$ cat src/rtl/lfsr_pkg.sv
// Shared types and constants for the 64-bit LFSR sequencer.
// Tap indices realise the polynomial x^64+x^63+x^61+x^60+1.
package lfsr_pkg;

  localparam int LFSR_W = 64;
  localparam int TAP_A  = 63;
  localparam int TAP_B  = 62;
  localparam int TAP_C  = 60;
  localparam int TAP_D  = 59;

  typedef enum logic [1:0] {
    ST_IDLE  = 2'd0,
    ST_ARMED = 2'd1,
    ST_RUN   = 2'd2,
    ST_DONE  = 2'd3
  } fsm_t;

endpackage

$ cat src/rtl/lfsr64_step.sv
// One combinational step of the 64-bit Fibonacci LFSR.
// The feedback bit enters at the LSB while the register shifts left.
module lfsr64_step
  import lfsr_pkg::*;
(
  input  logic [LFSR_W-1:0] state,
  output logic [LFSR_W-1:0] next_state
);

  logic feedback;

  assign feedback   = state[TAP_A] ^ state[TAP_B] ^ state[TAP_C] ^ state[TAP_D];
  assign next_state = {state[LFSR_W-2:0], feedback};

endmodule

$ cat src/rtl/lfsr_seq_ctrl.sv
// Seeded LFSR word generator with a run-length controlled output stream.
// All outputs decode directly from registers, so no input reaches an output combinationally.
module lfsr_seq_ctrl
  import lfsr_pkg::*;
#(
  parameter int LEN_W = 32
) (
  input  logic              clk,
  input  logic              reset,
  input  logic              seed_valid,
  output logic              seed_ready,
  input  logic [63:0]       seed,
  input  logic [LEN_W-1:0]  run_len,
  input  logic              start,
  input  logic              stop,
  output logic              out_valid,
  input  logic              out_ready,
  output logic [63:0]       out_data,
  output logic              busy,
  output logic              done,
  output logic              err_zero,
  output logic              period_hit,
  output logic [LEN_W-1:0]  step_count
);

  fsm_t              fsm_reg, fsm_next;
  logic [LFSR_W-1:0] state_reg, state_next;
  logic [LFSR_W-1:0] seed_reg, seed_next;
  logic [LFSR_W-1:0] stepped;
  logic [LEN_W-1:0]  len_reg, len_next;
  logic [LEN_W-1:0]  step_count_reg, step_count_next;
  logic              err_zero_reg, err_zero_next;
  logic              period_hit_reg, period_hit_next;
  logic              seed_hs;

  lfsr64_step u_step (
    .state      (state_reg),
    .next_state (stepped)
  );

  assign seed_ready = (fsm_reg == ST_IDLE) || (fsm_reg == ST_ARMED);
  assign out_valid  = (fsm_reg == ST_RUN);
  assign busy       = (fsm_reg == ST_RUN);
  assign done       = (fsm_reg == ST_DONE);
  assign out_data   = state_reg;
  assign err_zero   = err_zero_reg;
  assign period_hit = period_hit_reg;
  assign step_count = step_count_reg;
  assign seed_hs    = seed_valid && seed_ready;

  always_ff @(posedge clk) begin
    if (reset) begin
      fsm_reg        <= ST_IDLE;
      state_reg      <= '0;
      seed_reg       <= '0;
      len_reg        <= '0;
      step_count_reg <= '0;
      err_zero_reg   <= 1'b0;
      period_hit_reg <= 1'b0;
    end else begin
      fsm_reg        <= fsm_next;
      state_reg      <= state_next;
      seed_reg       <= seed_next;
      len_reg        <= len_next;
      step_count_reg <= step_count_next;
      err_zero_reg   <= err_zero_next;
      period_hit_reg <= period_hit_next;
    end
  end

  always_comb begin
    fsm_next        = fsm_reg;
    state_next      = state_reg;
    seed_next       = seed_reg;
    len_next        = len_reg;
    step_count_next = step_count_reg;
    err_zero_next   = err_zero_reg;
    period_hit_next = period_hit_reg;

    case (fsm_reg)
      ST_IDLE, ST_ARMED: begin
        // Any seed handshake, even a rejected zero seed, takes precedence over start.
        if (seed_hs) begin
          if (seed != '0) begin
            state_next      = seed;
            seed_next       = seed;
            err_zero_next   = 1'b0;
            period_hit_next = 1'b0;
            fsm_next        = ST_ARMED;
          end else begin
            err_zero_next = 1'b1;
          end
        end else if ((fsm_reg == ST_ARMED) && start) begin
          len_next        = run_len;
          step_count_next = '0;
          fsm_next        = ST_RUN;
        end
      end

      ST_RUN: begin
        if (out_ready) begin
          state_next = stepped;
          if (!(&step_count_reg)) begin
            step_count_next = step_count_reg + LEN_W'(1);
          end
          if (stepped == seed_reg) begin
            period_hit_next = 1'b1;
          end
          if ((len_reg != '0) && ((step_count_reg + LEN_W'(1)) == len_reg)) begin
            fsm_next = ST_DONE;
          end
        end
        if (stop) begin
          fsm_next = ST_DONE;
        end
      end

      ST_DONE: begin
        fsm_next = ST_ARMED;
      end

      default: begin
        fsm_next = ST_IDLE;
      end
    endcase
  end

endmodule
$ cat config.mk
export PLATFORM = sky130hd
export DESIGN_NAME = lfsr_seq_ctrl
export DESIGN_NICKNAME = d
export VERILOG_FILES = /design/src/rtl/lfsr_pkg.sv /design/src/rtl/lfsr64_step.sv /design/src/rtl/lfsr_seq_ctrl.sv
export SDC_FILE = /design/constraint.sdc
export NUM_CORES = 1
export LEC_CHECK = 0
export ABC_AREA = 1
export CORE_ASPECT_RATIO = 0.8
export CORE_MARGIN = 4
export CORE_UTILIZATION = 40
export DETAILED_ROUTE_END_ITERATION = 8
export PLACE_DENSITY = 0.76
export SYNTH_ARGS = -nofsm -noshare
export SYNTH_HDL_FRONTEND = slang
export SYNTH_SLANG_ARGS = --single-unit
$ cat constraint.sdc
create_clock -name clk -period 1.9 [get_ports clk]
set_input_delay 0.285 -clock clk [delete_from_list [all_inputs] [get_ports clk]]
set_output_delay 0.285 -clock clk [all_outputs]
set_load 0.01 [all_outputs]
==> results of run 1 <==
worst register-to-register path, cell delays in order, from the launching register on:
cell and delay [ns]:
dfxtp_4 0.38, ha_4 0.15, nand2_4 0.06, nor2_4 0.19
buf_12 0.15, nand2_4 0.06, nor2_4 0.19, buf_6 0.13
nand4_1 0.19, buf_4 0.24, nand2_8 0.12, clkbuf_16 0.18
nand2_1 0.06, a21oi_1 0.17
per-layer routing:
metal,up-vias,share of wire (%)
li1,5585,-
met1,5513,40
met2,720,46
met3,110,11
met4,0,3.1
met5,-,0
repair_timing:
action	4_1_cts	5_1_grt
buffers inserted	15	8
pin swaps	31	38
setup endpoints to repair	167	168
cloned	8	4
resized for setup	55	167
through the flow:
step	setup TNS, ns	power [uW]
finish	-11.67	11420
floorplan	0	5928
detailed placement	-84.76	7101
global route	-14.86	11870
global placement	-77.62	7038
CTS	-9.526	11270
how the worst max path moves through the flow:
stage                endpoint  slack (ns)          start  depth (start not counted)
6_report       step_count[18]       -0.43  step_count[0]                         13
5_1_grt            fsm_reg[1]       -0.52  step_count[4]                         18
4_1_cts            fsm_reg[0]       -0.35  step_count[0]                         18
3_5_place_dp     out_data[45]       -0.68       seed[48]                         11
3_3_place_gp       period_hit       -0.62       seed[48]                         11
2_1_floorplan      fsm_reg[1]        0.01  step_count[4]                         17
cell families (layout without fill, tap and decap cells):
logic type	after synthesis	in the layout
XOR/XNOR	74	74
buffers and inverters	159	559
other	0	2
flip-flops	196	196
AND/OR/NAND/NOR	729	729
adder cells (fa/ha/maj)	1	1
AO/OA/AOI/OAI	299	299
cell usage in the layout (no fill, tap or decap), drive strengths merged, types with 50 or more instances in the layout:
cell,count
clkdlybuf4s50,161
inv,91
nor2,220
buf,235
nand2,381
o21ai,165
dfxtp,196
xnor2,50
nand3,65
a21oi,66
a31oi,65
layout make-up:
class / count / area, sq um
clock inverter: 15 / 234.0
tap: 318 / 397.9
clock buffer: 17 / 425.4
sequential: 196 / 3938
inverter: 83 / 324.1
timing repair buffer: 444 / 4369
multi-input combinational: 1103 / 5871
antenna: 2 / 5.005
fill: 1985 / 8812
power groups by stage:
stage | clock network, uW | registers [uW] | logic, uW
2_1_floorplan | 0 | 4830 | 1090
3_3_place_gp | 0 | 4840 | 2200
3_5_place_dp | 0 | 4850 | 2250
4_1_cts | 4030 | 4760 | 2480
5_1_grt | 4220 | 4820 | 2830
6_report | 4010 | 4780 | 2630
==> qor.csv, run 1 <==
stage,metric,value,unit
route,first drt pass iteration count,6,
synth,Synth Area in XOR/XNOR,7.292,%
die,initial core utilization,40.69,%
global_route,grt met3 use,5.900,%
setup_path,worst endpoint required time,2.27,ns
synth,mux cell area share after synthesis,0,%
placement,I/O Buffers,203,
clocking,Clock Path Buffers,2,
die,Cell Rows,51,
setup_path,"CP delay by family, top",simple AND/OR/NAND/NOR gates,
setup_path,CP Capture Type,register,
pwr,Power Density,733.7,nW/um^2
timing,RSZ-0062 raised after global routing,yes,
route,DR vias,11928,
setup_path,crit path cell chain,ha_4 > nand2_4 > nor2_4 > buf_12 > nand2_4 > nor2_4 > buf_6 > nand4_1 > buf_4 > nand2_8 > clkbuf_16 > nand2_1 > a21oi_1,
worst_hold_path,path type of the worst min-delay path,input pin to register,
die,Die W,184.1,um
timing,fmax,429.0,MHz
synth,Synth Area in Simple Gates,30.91,%
global_route,vias in the first global route,11162,
synth,Seq cells post-synth,196,
clocking,CTS sink count,196,
timing,final-report setup violation count,34,
timing,Worst Skew,0.01674,ns
synth,mapped cell area,9918,sq um
finish,share of post-route cells with drive strength above 1,22.34,%
synth,sequential fraction of the synthesis area,39.56,%
clocking,CTS Hold Bufs,0,
pwr,internal power,7627,uW
timing,setup ws final,-0.4311,ns
finish,post-route insts no fill,2178,
worst_hold_path,"Endpoint, Worst Hold",out_data[22],
setup_path,crit path DAT,2.70,ns
synth,Synth area leader,dfxtp_1,
synth,most common cell in the netlist,nand2_1,
route,wire length per cell,17.61,um
route,final WL,38360,um
finish,Syn-to-layout area delta,56.92,%
timing,fin. max-slew vios,0,
clocking,worst skew pair latency,0.46,ns
placement,Placement Setup Slack,-0.6757,ns
synth,synth top area cells,"dfxtp_1, nand2_1, o21ai_0",
clocking,clock root buffer,clkbuf_16,
route,Vias/cell,5.477,
route,Initial DRC Count,1194,
timing,hold slack,0.1935,ns
pwr,VDD IR-drop max,0.0005912,V
finish,Post-Layout Inst Area,15560,sq um
synth,Unique masters post-synth,36,
pwr,power share of the combinational group,23.0,%
global_route,GR met1 Demand/Resource,35.42,%
setup_path,Critical Path Max Stage Delay,0.38,ns
synth,Synth top cells by count,"nand2_1, nor2_1, dfxtp_1, o21ai_0, inv_1",
die,Core ar.,24380,sq um
global_route,GRT Max-Usage Layer,met2,
setup_path,Worst Path Buf+Inv,4,
global_route,first-pass GRT wire length,57420,um
setup_path,worst reg2reg path startpoint,step_count[0],
setup_path,internal reg-to-reg setup slack,-0.43,ns
synth,Cells after Synth,1458,
placement,DP HPWL,24370,um
worst_hold_path,min-delay src,seed[22],
synth,largest family of logic cells by synthesized area,simple AND/OR/NAND/NOR gates,
synth,Synth Area in Adders,0.1262,%
setup_path,worst-path fanout max,6,
clocking,htree depth,4,
synth,post-synthesis compound-gate area fraction,16.01,%
die,I/O pins,204,
synth,top-area cell type share of the netlist area,39.56,%
die,chip height,148.8,um
placement,routability cong.,0.9051,
global_route,initial antenna violation count,2,
global_route,GR Layer Usage met2,41.09,%
placement,Post-DP Area,13780,sq um
timing,final cycle utilization of the critical path,122.7,%
global_route,largest net degree at the start of global routing,65,
placement,placed cells,2110,
synth,Syn Area/Cell,6.803,sq um
job,Max-cap violations,0,
setup_path,FF-to-FF End,step_count[18],
clocking,"Reg clk slew, reported paths",0.10,ns
synth,Post-synth EDFFs,0,
timing,"Hold Vio Cnt, Final",0,
setup_path,Worst R2R Path Depth,13,
pwr,Static Leak,0.006646,uW
pwr,share of total power in the clock network,35.1,%
timing,Worst Max-Slew Pin Slew,0.5943,ns
pwr,NetSw,3792,uW
synth,syn_nets,1561,
worst_hold_path,Worst Hold Depth,3,
setup_path,crit path kind,register to register,
global_route,"Remaining Overflow, GRT",0,
global_route,GRT Util Overall,26.09,%
pwr,Flop pwr share,41.8,%
die,die area,27390,sq um
timing,Rel. slew slack,60.38,%
status,failing checks,setup timing,
route,Post-DRT Antenna Nets,0,
clocking,clock buffer count from CTS,17,
route,Residual DRC,0,
synth,YS warnings,0,
setup_path,element type at the critical path start,register,
synth,ys async rst share,0,%
pwr,switching share of power,33.21,%
timing,post-layout min period,2.331,ns
setup_path,"Slowest-stage cell, CP",dfxtp_4,
synth,Main synth FF type,dfxtp_1,
status,status,"finished, violations left",
finish,Layout Nets,1948,
clocking,CTS tree,done,
finish,final core occ,63.85,%
Power figures use the tool's default switching activity.
==> inputs of run 2 (changes only) <==
- ABC_CLOCK_PERIOD_IN_PS: not set -> 1900
- CELL_PAD_IN_SITES_DETAIL_PLACEMENT: not set -> 1
- CELL_PAD_IN_SITES_GLOBAL_PLACEMENT: not set -> 1
- CORE_UTILIZATION: 40 -> 33
- GPL_TIMING_DRIVEN: not set -> 0
- PLACE_DENSITY: 0.76 -> 0.86
==> run 2 against run 1 <==
Compared with the run above: the run still ends with setup timing left; design area is 6.7% lower; clock-buffer cell count increased by 2; combinational power is 3% lower; critical path depth rose by 4; sequential share of layout area rose by 2.0 points; non-clock buffer count down 126; maximum frequency decreased by 7.0%; global-route usage fell by 0.22 points; clock skew fell by 0.0057 ns; critical path type unchanged.
==> qor.csv, run 2 (same netlist as run 1, synthesis figures left out) <==
stage,metric,value,unit,change
status,status,"finished, violations left",,
status,failing checks,setup timing,,
global_route,initial antenna violation count,6,,+4
clocking,CTS sink count,196,,unchanged
finish,"commonest non-fill, non-tap cell in the layout",nand2_1,,
clocking,Clock Path Buffers,2,,unchanged
finish,Layout Nets,1822,,-6.5%
timing,post-layout min period,2.508,ns,+0.1764 ns
placement,DP HPWL,30910,um,+27%
setup_path,element type at the critical path start,register,,
route,Residual DRC,0,,unchanged
setup_path,cell seen most often among critical-path stages,nand2_1,,
route,first drt pass iteration count,5,,-1
setup_path,worst-path fanout max,6,,unchanged
placement,I/O Buffers,202,,-0.49%
die,die area,32910,sq um,+20%
die,Core ar.,29500,sq um,+21%
global_route,GRT Util Overall,25.86,%,-0.22 points
setup_path,CP Capture Type,register,,
timing,final-report setup violation count,55,,+62%
global_route,vias in the first global route,11993,,+7.4%
finish,fillers,3634,,+83%
die,I/O pins,204,,unchanged
placement,Post-DP Area,12490,sq um,-9.4%
global_route,largest net degree at the start of global routing,20,,-69%
timing,final cycle utilization of the critical path,132.0,%,+9.3 points
finish,FF/Latch Area,3964,sq um,+0.67%
finish,Syn-to-layout area delta,46.47,%,
die,Cell Rows,56,,+9.8%
pwr,Static Leak,0.006055,uW,-8.9%
finish,multi-input logic area,6000,sq um,+2.2%
global_route,"Remaining Overflow, GRT",0,,unchanged
clocking,CTS Hold Bufs,0,,unchanged
route,final WL,46450,um,+21%
worst_hold_path,path type of the worst min-delay path,input pin to register,,
setup_path,"Slowest-stage cell, CP",dfxtp_1,,
setup_path,crit path DAT,2.86,ns,+0.16 ns
global_route,first-pass GRT wire length,67580,um,+18%
clocking,"Reg clk slew, reported paths",0.09,ns,about the same
clocking,CTS tree,done,,
timing,RSZ-0062 raised after global routing,yes,,
timing,fmax,398.8,MHz,-7.0%
finish,share of post-route cells with drive strength above 1,16.74,%,-5.6 points
setup_path,"CP delay by family, top",simple AND/OR/NAND/NOR gates,,
route,Vias/cell,5.499,,+0.41%
timing,hold slack,0.1647,ns,-0.02881 ns
timing,setup ws final,-0.6076,ns,-0.1764 ns
die,Die W,201.8,um,+9.7%
job,Max-cap violations,0,,unchanged
clocking,worst skew pair latency,0.46,ns,about the same
die,initial core utilization,33.62,%,-7.1 points
timing,Worst Skew,0.01103,ns,-0.005706 ns
placement,routability cong.,0.8820,,-2.6%
setup_path,Critical Path Max Stage Delay,0.49,ns,+0.11 ns
setup_path,worst endpoint required time,2.26,ns,about the same
pwr,VDD IR-drop max,0.0005537,V,-6.3%
route,wire length per cell,21.69,um,+23%
clocking,clock root buffer,clkbuf_16,,
finish,Post-Layout Inst Area,14530,sq um,-6.7%
clocking,clock buffer count from CTS,17,,unchanged
route,DR vias,11773,,-1.3%
route,Post-DRT Antenna Nets,0,,unchanged
setup_path,crit path kind,register to register,,
timing,fin. max-slew vios,0,,unchanged
setup_path,Worst Path Buf+Inv,1,,-3
route,Initial DRC Count,857,,-28%
finish,final core occ,49.25,%,-15 points
timing,Worst Max-Slew Pin Slew,0.8196,ns,+0.2253 ns
setup_path,crit path cell chain,nand2_1 > nor2_1 > nand2_1 > nor2_1 > nand2_1 > nand2_2 > nand2_1 > nand2_1 > nand2_1 > nor2_2 > nand2_1 > nor2_2 > nand3_2 > nand2_2 > o21ai_1 > nand2_1 > inv_1,,
clocking,htree depth,4,,unchanged
die,chip height,163.1,um,+9.6%
timing,"Hold Vio Cnt, Final",0,,unchanged
timing,Rel. slew slack,45.36,%,-15 points
pwr,Power Density,776.1,nW/um^2,+5.8%
finish,most frequent cells in the layout,"nand2_1, nor2_1, dfxtp_1",,
==> run 2: changes by cell type in the layout (fill, tap and decap cells not counted), moves of 11 or more <==
cell / before / now
buf_12: 13 / 2
buf_4: 204 / 27
clkbuf_1: 0 / 25
clkbuf_2: 0 / 15
clkbuf_8: 0 / 16
clkdlybuf4s50_1: 161 / 137
dfxtp_1: 189 / 172
dfxtp_2: 5 / 20
dlygate4sd2_1: 14 / 28
o21ai_0: 123 / 141
o21ai_1: 36 / 22
==> run 2: path summary, 6_finish.rpt <==
| path | end | slack (ns) | startpoint | cells past startpoint |
|---|---|---|---|---|
| worst max-delay path | fsm_reg[1] | -0.61 | step_count[24] | 17 |
| worst min-delay path | out_data[34] | 0.16 | seed[34] | 3 |
| worst max register to register | fsm_reg[1] | -0.61 | step_count[24] | 17 |
| worst min register to register | seed_reg[61] | 0.48 | seed_reg[61] | 2 |
==> run 2: timing repair <==
item                                    4_1_cts  5_1_grt
endpoints found under the setup margin      195      192
setup buffers                                13       24
resized for setup                           240      143
pin swaps                                    20       25
cloned                                        6        0
==> run 2: report_power, final <==
| part | leakage (uW) | internal (uW) | switching [uW] |
|---|---|---|---|
| Combinational | 0.00413 | 1140 | 1420 |
| Sequential | 0.00163 | 4430 | 359 |
| Clock | 0.000297 | 2000 | 1930 |
| Total | 0.00605 | 7570 | 3710 |
==> run 2: routing by layer <==
layer | vias up | global-route usage, % | routed length, um
met4 | 6 | 9.534 | 1776
met5 | - | 0 | 42
li1 | 5321 | - | -
met1 | 5784 | 32.44 | 18580
met3 | 140 | 6.987 | 3873
met2 | 522 | 42.93 | 22180
==> run 2: cell type report <==
cell class                 instances  area share, %
multi-input combinational       1103          41.30
antenna                            3        0.05168
sequential                       196          27.28
clock inverter                    13          1.128
inverter                          83          2.256
clock buffer                      19          3.195
tap                              406          3.497
buffer                            76          4.108
timing repair buffer             242          17.18
==> run 2: worst min-delay path: stages <==
cell and delay, ns:
dlymetal6s2s_1 0.15, nand2_1 0.08, a31oi_1 0.07
==> run 2: metrics by stage <==
stage	power (uW)	cells	setup slack (ns)	setup TNS, ns
6_report	11280	2141	-0.6076	-16.99
5_1_grt	11700	2140	-0.7651	-28.38
4_1_cts	11150	2117	-0.3916	-7.990
3_5_place_dp	7073	2066	-1.244	-180.22
3_3_place_gp	6976	2066	-1.179	-172.66
2_1_floorplan	5928	1458	0.01437	0
==> inputs of run 3 (changes only) <==
- ABC_CLOCK_PERIOD_IN_PS: 1900 -> 3150
- CORE_UTILIZATION: 33 -> 39
- PLACE_DENSITY: 0.86 -> 0.94
- clock period: 1.9 -> 3.15 ns (I/O delays scaled with it)
==> run 3 against run 2 <==
Compared with the run above: the flow now finishes without violations; die area shrank 15%; clock-buffer cell count down 2; sequential power down 40%; first-iteration DRC count down 8.5%; clock power decreased by 41%; via count fell by 3.0%; combinational power fell by 46%; critical path type is now register to output pin; largest cell class unchanged.
==> qor.csv, run 3 (same netlist as run 1, synthesis figures left out) <==
stage,metric,value,unit,change
status,status,finished clean,,
clocking,worst skew pair latency,0.46,ns,about the same
timing,RSZ-0062 raised after global routing,no,,
worst_hold_path,path type of the worst min-delay path,register to register,,
clocking,CTS tree,done,,
clocking,"Reg clk slew, reported paths",0.08,ns,about the same
finish,"commonest non-fill, non-tap cell in the layout",nand2_1,,
placement,placed cells,1978,,-4.3%
route,Initial DRC Count,784,,-8.5%
setup_path,internal reg-to-reg setup slack,0.36,ns,+0.97 ns
finish,most frequent cells in the layout,"nand2_1, nor2_1, clkdlybuf4s50_1",,
route,DR vias,11414,,-3.0%
placement,Placement Setup Slack,-0.4159,ns,+0.8286 ns
die,die area,28060,sq um,-15%
die,I/O pins,204,,unchanged
die,initial core utilization,40.16,%,+6.5 points
finish,Layout Nets,1782,,-2.2%
setup_path,worst endpoint required time,2.68,ns,+0.42 ns
die,Die W,186.3,um,-7.7%
timing,post-layout min period,3.023,ns,
finish,diode count,0,,-3
clocking,clock buffer count from CTS,17,,unchanged
setup_path,FF-to-FF End,step_count[9],,
global_route,GRT Util Overall,28.84,%,+3.0 points
setup_path,crit path kind,register to output pin,,
route,Vias/cell,5.679,,+3.3%
route,first drt pass iteration count,5,,unchanged
die,chip height,150.6,um,-7.6%
pwr,Pwr Total,6576,uW,-42%
timing,Worst Max-Slew Pin Slew,0.9608,ns,+0.1411 ns
finish,FF/Latch Area,3924,sq um,-1.0%
clocking,Clock Path Buffers,2,,unchanged
worst_hold_path,min-delay src,seed_reg[0],,
route,final WL,41360,um,-11%
pwr,VDD IR-drop max,0.0004240,V,-23%
placement,routability cong.,0.9391,,+6.5%
pwr,Power Density,507.3,nW/um^2,-35%
timing,setup ws final,0.1266,ns,+0.7342 ns
finish,fillers,3174,,-13%
global_route,first-pass GRT wire length,63610,um,-5.9%
placement,DP HPWL,30470,um,-1.4%
pwr,Static Leak,0.004980,uW,-18%
timing,fmax,330.8,MHz,
timing,Worst Skew,0.02011,ns,+0.009076 ns
clocking,setup bufs post-CTS,0,,-13
timing,final cycle utilization of the critical path,95.98,%,
route,wire length per cell,20.58,um,-5.2%
setup_path,Worst R2R Path Depth,11,,-6
timing,Rel. slew slack,35.46,%,-9.9 points
timing,"Hold Vio Cnt, Final",0,,unchanged
clocking,CTS sink count,196,,unchanged
global_route,largest net degree at the start of global routing,23,,+15%
clocking,CTS Hold Bufs,0,,unchanged
clocking,Post-CTS Resized,0,,-100%
finish,Syn-to-layout area delta,30.69,%,
worst_hold_path,"Endpoint, Worst Hold",seed_reg[0],,
setup_path,element type at the critical path start,register,,
timing,final-report setup violation count,0,,-100%
global_route,"Remaining Overflow, GRT",0,,unchanged
route,Residual DRC,0,,unchanged
clocking,clock root buffer,clkbuf_16,,
timing,fin. max-slew vios,0,,unchanged
route,Post-DRT Antenna Nets,0,,unchanged
global_route,initial antenna violation count,1,,-5
global_route,vias in the first global route,11631,,-3.0%
setup_path,worst reg2reg path startpoint,step_count[0],,
die,Cell Rows,51,,-8.9%
worst_hold_path,Worst Hold Depth,2,,-1
setup_path,crit path DAT,2.55,ns,-0.31 ns
die,Core ar.,24690,sq um,-16%
clocking,htree depth,4,,unchanged
finish,multi-input logic area,5391,sq um,-10%
placement,I/O Buffers,202,,unchanged
finish,post-route insts no fill,2010,,-6.1%
setup_path,worst-path fanout max,11,,+5
finish,share of post-route cells with drive strength above 1,4.078,%,-13 points
job,Max-cap violations,0,,unchanged
setup_path,CP Capture Type,output pin,,
-- run 3: routing by layer --
layer	GRT usage [%]	up-vias	wire, um
met5	0	-	12
met4	9.031	2	1163
met3	6.184	88	3295
met2	46.57	503	19010
met1	38.66	5577	17880
li1	-	5244	-
-- run 3: power breakdown --
part	total [uW]	switching (uW)	leakage, uW	internal (uW)
clock	2310	1210	0.000298	1100
combinational	1380	790	0.00307	594
sequential	2890	214	0.00161	2670
-- run 3: worst max-delay path by stage --
stage	from	endpoint	slack [ns]	depth (start not counted)
after global routing	fsm_reg[1]	out_valid	0.03	5
final	fsm_reg[1]	out_valid	0.13	5
after floorplan	step_count[0]	fsm_reg[1]	1.14	18
after detailed placement	seed[28]	seed_reg[43]	-0.42	10
after CTS	seed[28]	seed_reg[35]	0.05	10
after global placement	seed[28]	seed_reg[36]	-0.25	10
-- run 3: final cells by class --
cell class / count / area share (%)
multi-input cells: 1103 / 41.59
flip-flops and latches: 196 / 30.27
repair buffers: 202 / 15.60
clock buffers: 17 / 3.282
well taps: 318 / 3.070
inverters: 83 / 2.403
plain buffers: 76 / 2.278
clock inverters: 15 / 1.506
-- run 3: through the flow --
stage | cell area [sq um] | TNS [ns] | utilization (%) | hold WS, ns
6_report | 12960 | 0 | 52.49 | 0.4857
3_5_place_dp | 12340 | -17.72 | 49.96 | 0.4700
2_1_floorplan | 9918 | 0 | - | 0.4415
5_1_grt | 12960 | 0 | 52.49 | 0.5206
3_3_place_gp | 12340 | -9.780 | 49.96 | 0.4566
4_1_cts | 12960 | 0 | 52.48 | 0.4845
-- run 3: worst max-delay path, cell delays in order (launching register included) --
cell and delay, ns:
dfxtp_1 0.42, inv_1 0.14, nor2_1 0.28, clkbuf_1 0.53, buf_4 0.21, clkdlybuf4s50_1 0.52
